$ cat src/rtl/mem_port_arbiter.sv
// mem_port_arbiter: shares one fixed-latency memory port between instruction
// fetch (if_*) and the MEM stage (dm_*). Data accesses win by default; a fetch
// that has watched STARVE_MAX data grants go by wins the next contended grant.
// A flush during an outstanding fetch suppresses that fetch's ack and data.
// Optional build macro ARB_PERF_CNT_EN adds saturating stall-cycle counters
// (if_wait_cnt, dm_wait_cnt).
module mem_port_arbiter #(
   parameter int ADDR_W     = 10,
   parameter int DATA_W     = 32,
   parameter int WAIT_CYC   = 1,
   parameter int STARVE_MAX = 4
) (
   input  logic              clk1,
   input  logic              rst_n,
   input  logic              if_req,
   input  logic [ADDR_W-1:0] if_addr,
   output logic              if_ack,
   output logic [DATA_W-1:0] if_rdata,
   input  logic              flush,
   input  logic              dm_req,
   input  logic              dm_we,
   input  logic [ADDR_W-1:0] dm_addr,
   input  logic [DATA_W-1:0] dm_wdata,
   output logic              dm_ack,
   output logic [DATA_W-1:0] dm_rdata,
   output logic              stall_if,
   output logic              stall_dm,
`ifdef ARB_PERF_CNT_EN
   output logic [15:0]       if_wait_cnt,
   output logic [15:0]       dm_wait_cnt,
`endif
   output logic              mem_en,
   output logic              mem_we,
   output logic [ADDR_W-1:0] mem_addr,
   output logic [DATA_W-1:0] mem_wdata,
   input  logic [DATA_W-1:0] mem_rdata
);

   localparam int WCNT_W = (WAIT_CYC < 1) ? 1 : $clog2(WAIT_CYC + 1);
   localparam int SCNT_W = (STARVE_MAX < 1) ? 1 : $clog2(STARVE_MAX + 1);

   typedef enum logic [1:0] {IDLE, BUSY_IF, BUSY_DM} state_t;

   state_t            state, state_nx;
   logic [WCNT_W-1:0] wait_cnt;
   logic [SCNT_W-1:0] starve_cnt;
   logic              kill;
   logic              done, eval, if_own, if_pend, if_eff, dm_eff;
   logic              grant_if, grant_dm;

   // Completion is the edge that ends the cycle in which mem_rdata is valid.
   assign done     = (state != IDLE) && (wait_cnt == '0);
   assign eval     = (state == IDLE) || done;
   // The fetch currently being served is not a new request at its own
   // completion edge, unless it has been killed by a flush.
   assign if_own   = (state == BUSY_IF) && !kill;
   assign if_pend  = if_req && !if_ack && !if_own;
   assign if_eff   = if_pend && !flush;
   assign dm_eff   = dm_req && !dm_ack && (state != BUSY_DM);
   assign grant_if = eval && if_eff && (!dm_eff || (starve_cnt == SCNT_W'(STARVE_MAX)));
   assign grant_dm = eval && dm_eff && !grant_if;

   assign stall_if = if_req && !if_ack;
   assign stall_dm = dm_req && !dm_ack;

   // State register.
   always_ff @(posedge clk1 or negedge rst_n) begin
      if (!rst_n) state <= IDLE;
      else        state <= state_nx;
   end

   // Next state: a grant at a completion edge starts the next access directly.
   always_comb begin
      state_nx = state;
      if (grant_if)      state_nx = BUSY_IF;
      else if (grant_dm) state_nx = BUSY_DM;
      else if (done)     state_nx = IDLE;
   end

   // Memory latency countdown, loaded on every grant.
   always_ff @(posedge clk1 or negedge rst_n) begin
      if (!rst_n)                              wait_cnt <= '0;
      else if (grant_if || grant_dm)           wait_cnt <= WCNT_W'(WAIT_CYC);
      else if (state != IDLE && wait_cnt != '0) wait_cnt <= wait_cnt - WCNT_W'(1);
   end

   // Memory port: one-cycle strobe, address/data captured at grant.
   always_ff @(posedge clk1 or negedge rst_n) begin
      if (!rst_n) begin
         mem_en    <= 1'b0;
         mem_we    <= 1'b0;
         mem_addr  <= '0;
         mem_wdata <= '0;
      end else begin
         mem_en <= grant_if || grant_dm;
         if (grant_if || grant_dm) begin
            mem_we    <= grant_dm && dm_we;
            mem_addr  <= grant_dm ? dm_addr : if_addr;
            mem_wdata <= dm_wdata;
         end
      end
   end

   // Acks and read data at completion; mem_we still describes this access.
   always_ff @(posedge clk1 or negedge rst_n) begin
      if (!rst_n) begin
         if_ack   <= 1'b0;
         dm_ack   <= 1'b0;
         if_rdata <= '0;
         dm_rdata <= '0;
      end else begin
         if_ack <= 1'b0;
         dm_ack <= 1'b0;
         if (done && state == BUSY_IF && !kill && !flush) begin
            if_ack   <= 1'b1;
            if_rdata <= mem_rdata;
         end
         if (done && state == BUSY_DM) begin
            dm_ack <= 1'b1;
            if (!mem_we) dm_rdata <= mem_rdata;
         end
      end
   end

   // Kill flag: remembers a flush seen while a fetch is outstanding.
   always_ff @(posedge clk1 or negedge rst_n) begin
      if (!rst_n)                          kill <= 1'b0;
      else if (state == BUSY_IF && done)   kill <= 1'b0;
      else if (state == BUSY_IF && flush)  kill <= 1'b1;
   end

   // Starvation counter: data grants handed out while a fetch waits.
   always_ff @(posedge clk1 or negedge rst_n) begin
      if (!rst_n)                    starve_cnt <= '0;
      else if (!if_req || grant_if)  starve_cnt <= '0;
      else if (grant_dm && if_pend && starve_cnt != SCNT_W'(STARVE_MAX))
         starve_cnt <= starve_cnt + SCNT_W'(1);
   end

`ifdef ARB_PERF_CNT_EN
   // Saturating stall-cycle counters for performance monitoring.
   always_ff @(posedge clk1 or negedge rst_n) begin
      if (!rst_n) begin
         if_wait_cnt <= '0;
         dm_wait_cnt <= '0;
      end else begin
         if (stall_if && if_wait_cnt != 16'hFFFF) if_wait_cnt <= if_wait_cnt + 16'd1;
         if (stall_dm && dm_wait_cnt != 16'hFFFF) dm_wait_cnt <= dm_wait_cnt + 16'd1;
      end
   end
`endif

endmodule

$ cat config.mk
export PLATFORM = sky130hd
export DESIGN_NAME = mem_port_arbiter
export DESIGN_NICKNAME = d
export VERILOG_FILES = /design/src/rtl/mem_port_arbiter.sv
export SDC_FILE = /design/constraint.sdc
export NUM_CORES = 1
export LEC_CHECK = 0
export CORE_UTILIZATION = 42
export DETAILED_ROUTE_END_ITERATION = 8
export MAX_ROUTING_LAYER = met4
export PLACE_DENSITY = 0.81
export SYNTH_ARGS = -nofsm -noshare
export SYNTH_HDL_FRONTEND = slang
export SYNTH_SLANG_ARGS = --single-unit
$ cat constraint.sdc
create_clock -name clk1 -period 2.28 [get_ports clk1]
set_input_delay 0.456 -clock clk1 [delete_from_list [all_inputs] [get_ports clk1]]
set_output_delay 0.456 -clock clk1 [all_outputs]
set_load 0.01 [all_outputs]
======== After elaboration in Yosys (flattened, before gate mapping) ========
Index checks and enable logic that the tools add are counted.
cells by class
  equal/unequal tests ..................... 5
  reductions and logical operators ........ 39
  add/sub/neg operators ................... 2
  multiplexer cells ....................... 12
  bitwise logic cells ..................... 2
operators with widths
  operator                                                               count
  1-bit logical AND                                                      20
  10-bit 2-to-1 mux                                                      1
  1-bit zero test                                                        8
  2-bit nonzero test                                                     4
  1-bit 2-to-1 mux                                                       6
  2-bit 2-to-1 mux                                                       3
  3-bit 2-to-1 mux                                                       2
  1-bit logical OR                                                       4
  3-bit by 1-bit adder with 3-bit output, second input constant          1
  3-bit equality test, second input constant                             1
  3-bit != test, second input constant                                   1
  3-bit nonzero test                                                     1
  2-bit by 1-bit equality test with 1-bit output, second input constant  1
  2-bit equality test, second input constant                             1
  2-bit zero test                                                        1
  2-bit != test, second input constant                                   1
  1-bit NOT                                                              2
  2-bit AND reduction                                                    1
  1-bit subtractor, second input constant                                1
storage, ports and cells
  input bits .............................. 90
  register bits after elaboration ......... 117
  logic and storage cells ................. 72
  output and inout bits ................... 112

======== Depth between registers and ports, before layout ========
  depth after elaboration ................. 13
  mapped depth ............................ 7
  depth with buffers taken out ............ 6

======== Worst setup path after synthesis ========
Ideal clock, no wire load.
  kind .................................... flip-flop to flip-flop
  start point ............................. register state[0]
  end point ............................... register mem_addr[1]
  library setup time ...................... 0.125 ns
  period minus slack after synthesis ...... 1.724 ns
  required time ........................... 2.155 ns
  data arrival time ....................... 1.600 ns
  cell stages (with the launch flop) ...... 7
  path buffers ............................ 2
  setup slack ............................. 0.556 ns
  cells stage by stage .................... dfrtp_1 > buf_2 > nand2b_2 > nand3_1 > buf_2 > mux2_2 > mux2_2
on the way
  longest elaborated chain between the ends .. 10
  elaborated cells on any way between the ends .. 20
  classes of those cells .................. eq/ne: 2; mux: 1; reduce/logical: 17
RTL lines
  what                                                          line    RTL
  from (decl)                                                   44      state_t state, state_nx;
  from (signal assigned)                                        69      else state <= state_nx;
  2-bit by 1-bit equality test with 1-bit output                56      assign if_own = (state == BUSY_IF) && !kill;
  1-bit logical AND                                             56
  1-bit zero test                                               57      assign if_pend = if_req && !if_ack && !if_own;
  1-bit logical AND                                             57
  1-bit logical AND                                             58      assign if_eff = if_pend && !flush;
  1-bit logical AND (2 in a row)                                60      assign grant_if = eval && if_eff && (!dm_eff || (starve_cnt == SCNT_W'(STARVE_MAX)));
  1-bit zero test                                               61      assign grant_dm = eval && dm_eff && !grant_if;
  1-bit logical AND                                             61
  10-bit 2-to-1 mux / 1-bit logical OR (equally long branches)  98, 96
  to (signal assigned)                                          98      mem_addr <= grant_dm ? dm_addr : if_addr;
  to (decl)                                                     34      output logic [ADDR_W-1:0] mem_addr,
Parallel ways exist; a longest one is shown, timed or not.
A chain may end at the register's enable or synchronous reset.

======== Worst setup path after layout ========
  start point ............................. register state[1]
  end point ............................... register mem_wdata[13]
on the way
  longest elaborated chain between the ends .. 10
  elaborated cells on any way between the ends .. 19
  classes of those cells .................. eq/ne: 2; reduce/logical: 17
RTL lines
  what                                            line  RTL
  2-bit by 1-bit equality test with 1-bit output  56
  1-bit logical AND                               56
  1-bit zero test                                 57
  1-bit logical AND                               57
  1-bit logical AND                               58
  1-bit logical AND (2 in a row)                  60
  1-bit zero test                                 61
  1-bit logical AND                               61
  1-bit logical OR (*)                            96    if (grant_if || grant_dm) begin
  to (signal assigned)                            99    mem_wdata <= dm_wdata;
  to (decl)                                       35    output logic [DATA_W-1:0] mem_wdata,
Every way passes the cells marked *; elsewhere a longest branch is shown, timed or not.

==> qor.csv <==
metric;value;unit
outcome;completed;
Mapped Cells;300;
Leak;3.228;nW
Die Ht;107.1;µm
Hold Path Class;primary input to asynchronous set/reset pin;
vias in the first global route;3714;
CTS tree;built;
io pins;202;
Worst Path Required;2670;ps
CTS Buffer Depth;2;
Routed WL;11.45;mm
Clk pin slew, worst setup/hold paths;50;ps
synthesized cell area;4641;µm²
P&R area growth vs syn;61.96;%
RSZ-0062 raised after global routing;false;
first-pass GRT wire length;18.10;mm
crit-path cells;nor3b_2 -> nor3_4 -> o21ai_2 -> mux2_1;
slowest CP cell;o21ai_2;
GP Congestion;0.7295;
Peak VDD IR;726.8;µV
worst relative slew slack;0.3930;
commonest non-fill, non-tap cell in the layout;clkdlybuf4s50_1;
min setup slack post-route;150.1;ps
nets@finish;615;
die area;11470;µm²
DR iter-0 viols;84;
reg2reg end;mem_wdata[13];
Post-CTS Setup Bufs;0;
Seq/Total Area, Yosys;0.6309;
antenna-violating nets left;0;
DR WL/cell;16.94;µm
Setup CP Type;flip-flop to flip-flop;
Pint;7.869;mW
total CTS buffers;17;
Comb pwr share;0.425;
clock share of power;0.243;
Max H-tree Level;4;
Final Skew;6.992;ps
share of cells above drive strength 1;0.2593;
CTS Root Cell;clkbuf_8;
FF-to-FF setup slack;150;ps
predominant post-synthesis flop cell;dfrtp_1;
initial antenna violation count;0;
# rows;38;
EDFF count, synth;0;
synthesized flop and latch total;117;
pwr dens;1480;nW/µm²
commonest non-fill, non-tap cells in the layout;198 x clkdlybuf4s50_1, 117 x dfrtp_1, 86 x mux2_2;
Pre-antenna DRT Iters;5;
syn_area_per_cell;15.47;µm²
cell depth of the worst flop-to-flop path;4;
Syn. warnings;0;
Sequential Power Share;0.332;
Port Buffers;201;
vias post-DR;3352;
DR DRC count;0;
cell taking the most area after synthesis;dfrtp_1;
Synth area leaders;dfrtp_1 63%, mux2_2 21%, mux2_1 7.3%;
Clock Latency Late Sink;510;ps
Min Hold Slack;440.9;ps
Worst path max stage delay;720;ps
Syn Nets;392;
reg-to-reg critical path startpoint;state[1];
post-route minimum period;2130;ps
fin. max-slew vios;0;
Final Cycle Share;0.9342;
Crit. End Element;flip-flop;
DP Wirelength;7.936;mm
dpl cell area;6890;µm²
Final Hold Vio Count;0;
Initial Util;0.4300;
clk sinks;117;
Psw;3.254;mW
Post-Layout Inst Area;7516;µm²
Highest Clock Rate;0.4695;GHz
Max Fanout on Critical Path;17;
Worst Max-Slew Pin Slew;910.4;ps
Worst Path Arrival;2520;ps
top-area cell type share of the netlist area;0.6309;
post-synth cell types;32;
max_cap viols;0;
GRT Overall Usage;0.2128;
pre-CTS setup slack;-266.5;ps
Vias/cell;4.959;
CP Launch Type;flip-flop;
FFs w/ async S/R, synth;1.000;
total congestion overflow;0;
Final setup viols;0;
core area;10790;µm²
antenna cell count;0;
largest net degree at the start of global routing;61;
Switching Fraction;0.2925;
Die Span X;107.1;µm
area by class of cell:
class	instances	area, µm²
repair buffers	216	2151
multi-input cells	162	1623
clock buffers	22	452.9
fillers	776	3277
clock inverters	10	152.6
well taps	140	175.2
inverters	9	33.78
flip-flops and latches	117	2928
flip-flops by register name (all words and copies together) (netlist names):
register and cells:
dm_rdata 32, if_rdata 32, mem_wdata 32, mem_addr 10, starve_cnt 3, state 2, dm_ack 1, if_ack 1
kill 1, mem_en 1, mem_we 1, wait_cnt 1
how the worst max path moves through the flow:
| stage | to | depth (start not counted) | startpoint | slack (ps) |
|---|---|---|---|---|
| floorplan | mem_addr[1] | 6 | state[0] | 560 |
| global placement | mem_wdata[31] | 5 | dm_req | -230 |
| detailed placement | mem_wdata[31] | 5 | dm_req | -270 |
| CTS | mem_wdata[31] | 4 | state[1] | 10 |
| global route | mem_wdata[18] | 4 | state[0] | 20 |
| finish | mem_wdata[13] | 4 | state[1] | 150 |
cells in the mapped netlist, types with 2 or more instances:
library cell  count
nand2_1           7
ha_1              2
o21ai_0           2
inv_1             9
buf_4             3
mux2_2           86
nand3_1           5
mux2_1           30
buf_2             9
a21oi_1           5
nor2_1            4
dfrtp_1         117
a31oi_1           2
stage by stage:
step	setup TNS, ps	utilization	cells	total power, mW
finish	0	0.6964	676	11.12
global route	0	0.6964	676	11.76
CTS	0	0.6953	675	11.22
detailed placement	-7592	0.6384	642	8.443
global placement	-6454	0.6384	642	8.247
floorplan	0	-	300	5.771
cells by family after synthesis:
logic type      share of synthesized area
compound gates                    0.02508
fa+ha+maj                        0.005391
mux                                0.2815
buf+inv                           0.02265
simple gates                      0.03451
flops                              0.6309
critical path, delay by kind of cell, from the launching register on:
| kind | cells | cell delay, ps |
|---|---|---|
| mux | 1 | 390 |
| compound gates | 1 | 720 |
| flops | 1 | 470 |
| simple gates | 2 | 430 |
layer usage:
layer / share of wire / track usage / vias to the layer above
li1: - / - / 1508
met1: 0.40 / 0.2386 / 1683
met2: 0.52 / 0.3558 / 146
met3: 0.073 / 0.07356 / 15
met4: 0.013 / 0.07045 / 0
met5: 0 / - / -
power by group through the flow:
| stage | combinational [mW] | sequential [mW] | clock (mW) |
|---|---|---|---|
| 4_1_cts | 4.76 | 3.70 | 2.76 |
| 3_5_place_dp | 4.72 | 3.72 | 0 |
| 3_3_place_gp | 4.61 | 3.64 | 0 |
| 5_1_grt | 5.04 | 3.83 | 2.89 |
| 6_report | 4.73 | 3.69 | 2.71 |
| 2_1_floorplan | 1.66 | 4.11 | 0 |
what timing repair did:
item,CTS,global route
hold buffers,1,0
endpoints found under the hold margin,28,0
pin swaps,0,1
setup endpoints to repair,1,33
gates cloned,0,1
gates resized for setup,1,1
Power figures use the tool's default switching activity.
==> edit (config.mk and constraints unchanged) <==
Change the parameter `DATA_W` from 32 to 16.
--- a/src/rtl/mem_port_arbiter.sv
+++ b/src/rtl/mem_port_arbiter.sv
@@ -8,3 +8,3 @@
    parameter int ADDR_W     = 10,
-   parameter int DATA_W     = 32,
+   parameter int DATA_W     = 16,
    parameter int WAIT_CYC   = 1,
Ports: changed (5 resized); port bits go from 202 to 122. No check against the original RTL was run, so the function may have changed too.
==> edit against the unedited design <==
The run now ends with DRC left. Design area shrank 41%. Clock skew grew 0.0074 ns. Routed wire length shrank 40%. Area after synthesis shrank 38%. Register-to-register slack gained 0.23 ns. Setup slack lost 0.083 ns. Total power shrank 45%. Sequential cell count shrank 48. Die area shrank 37%. Via count shrank 36%. Combinational power shrank 38%. Fmax shrank 3.7%. Largest power group unchanged. Highest routed layer unchanged.
==> edit: results (changes against the unedited design) <==
stage,metric,value,unit,change
status,failing checks,DRC,,
setup_path,critical path class,in2out,,
place,port bufs,121,,-40%
timing,tightest hold margin,0.507,ns,+0.0663 ns
cells_and_area,nets,403,,-34%
setup_path,worst setup path start,dm_req,,
clocking,clk slew on worst S/H paths,0.08,ns,+0.03 ns
clocking,H-tree lvl count,3,,-1
cells_and_area,share of cells above drive strength 1,23.3,%,-2.7 points
setup_path,R2R cell count,5,,+1
setup_path,R2R setup slack,0.38,ns,+0.23 ns
timing,Worst Skew,0.0144,ns,+0.00741 ns
detailed_routing,vias per inst,5.04,,+1.6%
global_routing,first-pass GRT wire length,11.4,mm,-37%
yosys,Mapped Nets,270,,-31%
detailed_routing,Initial DRC Count,90,,+7.1%
yosys,Synth Area in Adders,0.867,%,+0.33 points
status,status,finished with violations,,
clocking,cts bufs inserted,9,,-8
detailed_routing,routed wire length,6.89,mm,-40%
worst_hold_path,class of the tightest hold or removal check,reg2reg,,
yosys,sequential share of the synthesized area,59.8,%,-3.3 points
detailed_routing,drt pass-1 iters,6,,+1
clocking,clock latency on the worst-skew pair,0.34,ns,-0.17 ns
setup_path,CP max FO,3,,-14
clocking,Post-CTS Resized,0,,-1
place,Final GP Congestion,0.858,,+18%
cells_and_area,Fillers,481,,-38%
global_routing,number of global-route vias before repair,2413,,-35%
yosys,ranking of synthesized cells by area,"dfrtp_1 60%, mux2_2 15%, mux2_4 4.7%",,
yosys,most frequent cells after synthesis,"69 x dfrtp_1, 39 x mux2_2, 14 x a21oi_1",,
detailed_routing,DRC errors left,5,,+5
yosys,average size of a mapped cell,13.7,um2,-11%
global_routing,GRT Util Overall,21.1,%,-0.15 points
power_and_ir_drop,Switching Fraction,31.1,%,+1.9 points
-- edit: cell types whose count changed in the layout (fill, tap and decap cells not counted), sizes merged, moves of 3 or more --
cell and change:
mux2i +10, buf -3, clkdlybuf4s50 -78, inv -4
mux2 -68, nor3 +11, a21oi +9, clkbuf -12
dfrtp -48
-- edit: worst max-delay path by stage --
stage	depth (start not counted)	slack (ns)	endpoint
6_report	3	0.07	stall_dm
2_1_floorplan	5	0.40	mem_wdata[10]
4_1_cts	3	0.07	stall_dm
5_1_grt	3	0.007	stall_dm
3_5_place_dp	3	0.1	stall_dm
3_3_place_gp	3	0.12	stall_dm
-- edit: routing by layer --
layer	vias to the layer above	part of all wire, %	GRT usage, %
met4	0	1.0	5.86
met2	74	50	35.2
met1	1054	42	24.8
li1	1006	-	-
met3	8	6.6	6.71
met5	-	0	-
-- edit: logic make-up after synthesis --
logic type      after synthesis
mux                          58
compound gates               22
flops                        69
simple gates                 43
fa+ha+maj                     2
buf+inv                      16
-- edit: timing repair --
item,CTS,global route
hold endpoints to repair,1,0
setup endpoints to repair,0,0
hold buffers,1,0
-- edit: cell type report --
class                   count  area, um2  share of cell area (%)
repair buffers            133       1320                    29.7
clock buffers              10        138                    3.09
flip-flops and latches     69       1730                    38.7
well taps                  77       96.3                    2.16
multi-input cells         125       1070                    24.0
clock inverters             6       86.3                    1.94
inverters                   5       18.8                   0.421
-- edit: per-stage QoR --
stage          utilization (%)  setup slack, ns
3_3_place_gp              65.0            0.120
5_1_grt                   68.6          0.00717
2_1_floorplan                -            0.397
6_report                  68.6           0.0672
4_1_cts                   68.6           0.0743
3_5_place_dp              65.0           0.0995
-- edit: power groups by stage --
stage	sequential (mW)	clock, mW	combinational (mW)
final	2.16	1.10	2.91
after global routing	2.23	1.19	3.10
after CTS	2.16	1.13	2.94
after detailed placement	2.17	0	2.93
after global placement	2.14	0	2.87
after floorplan	2.38	0	1.19
-- edit: critical path, stage by stage --
cell	delay (ns)
clkdlybuf4s50_1	0.46
nor2b_1	0.25
clkdlybuf4s50_1	0.59
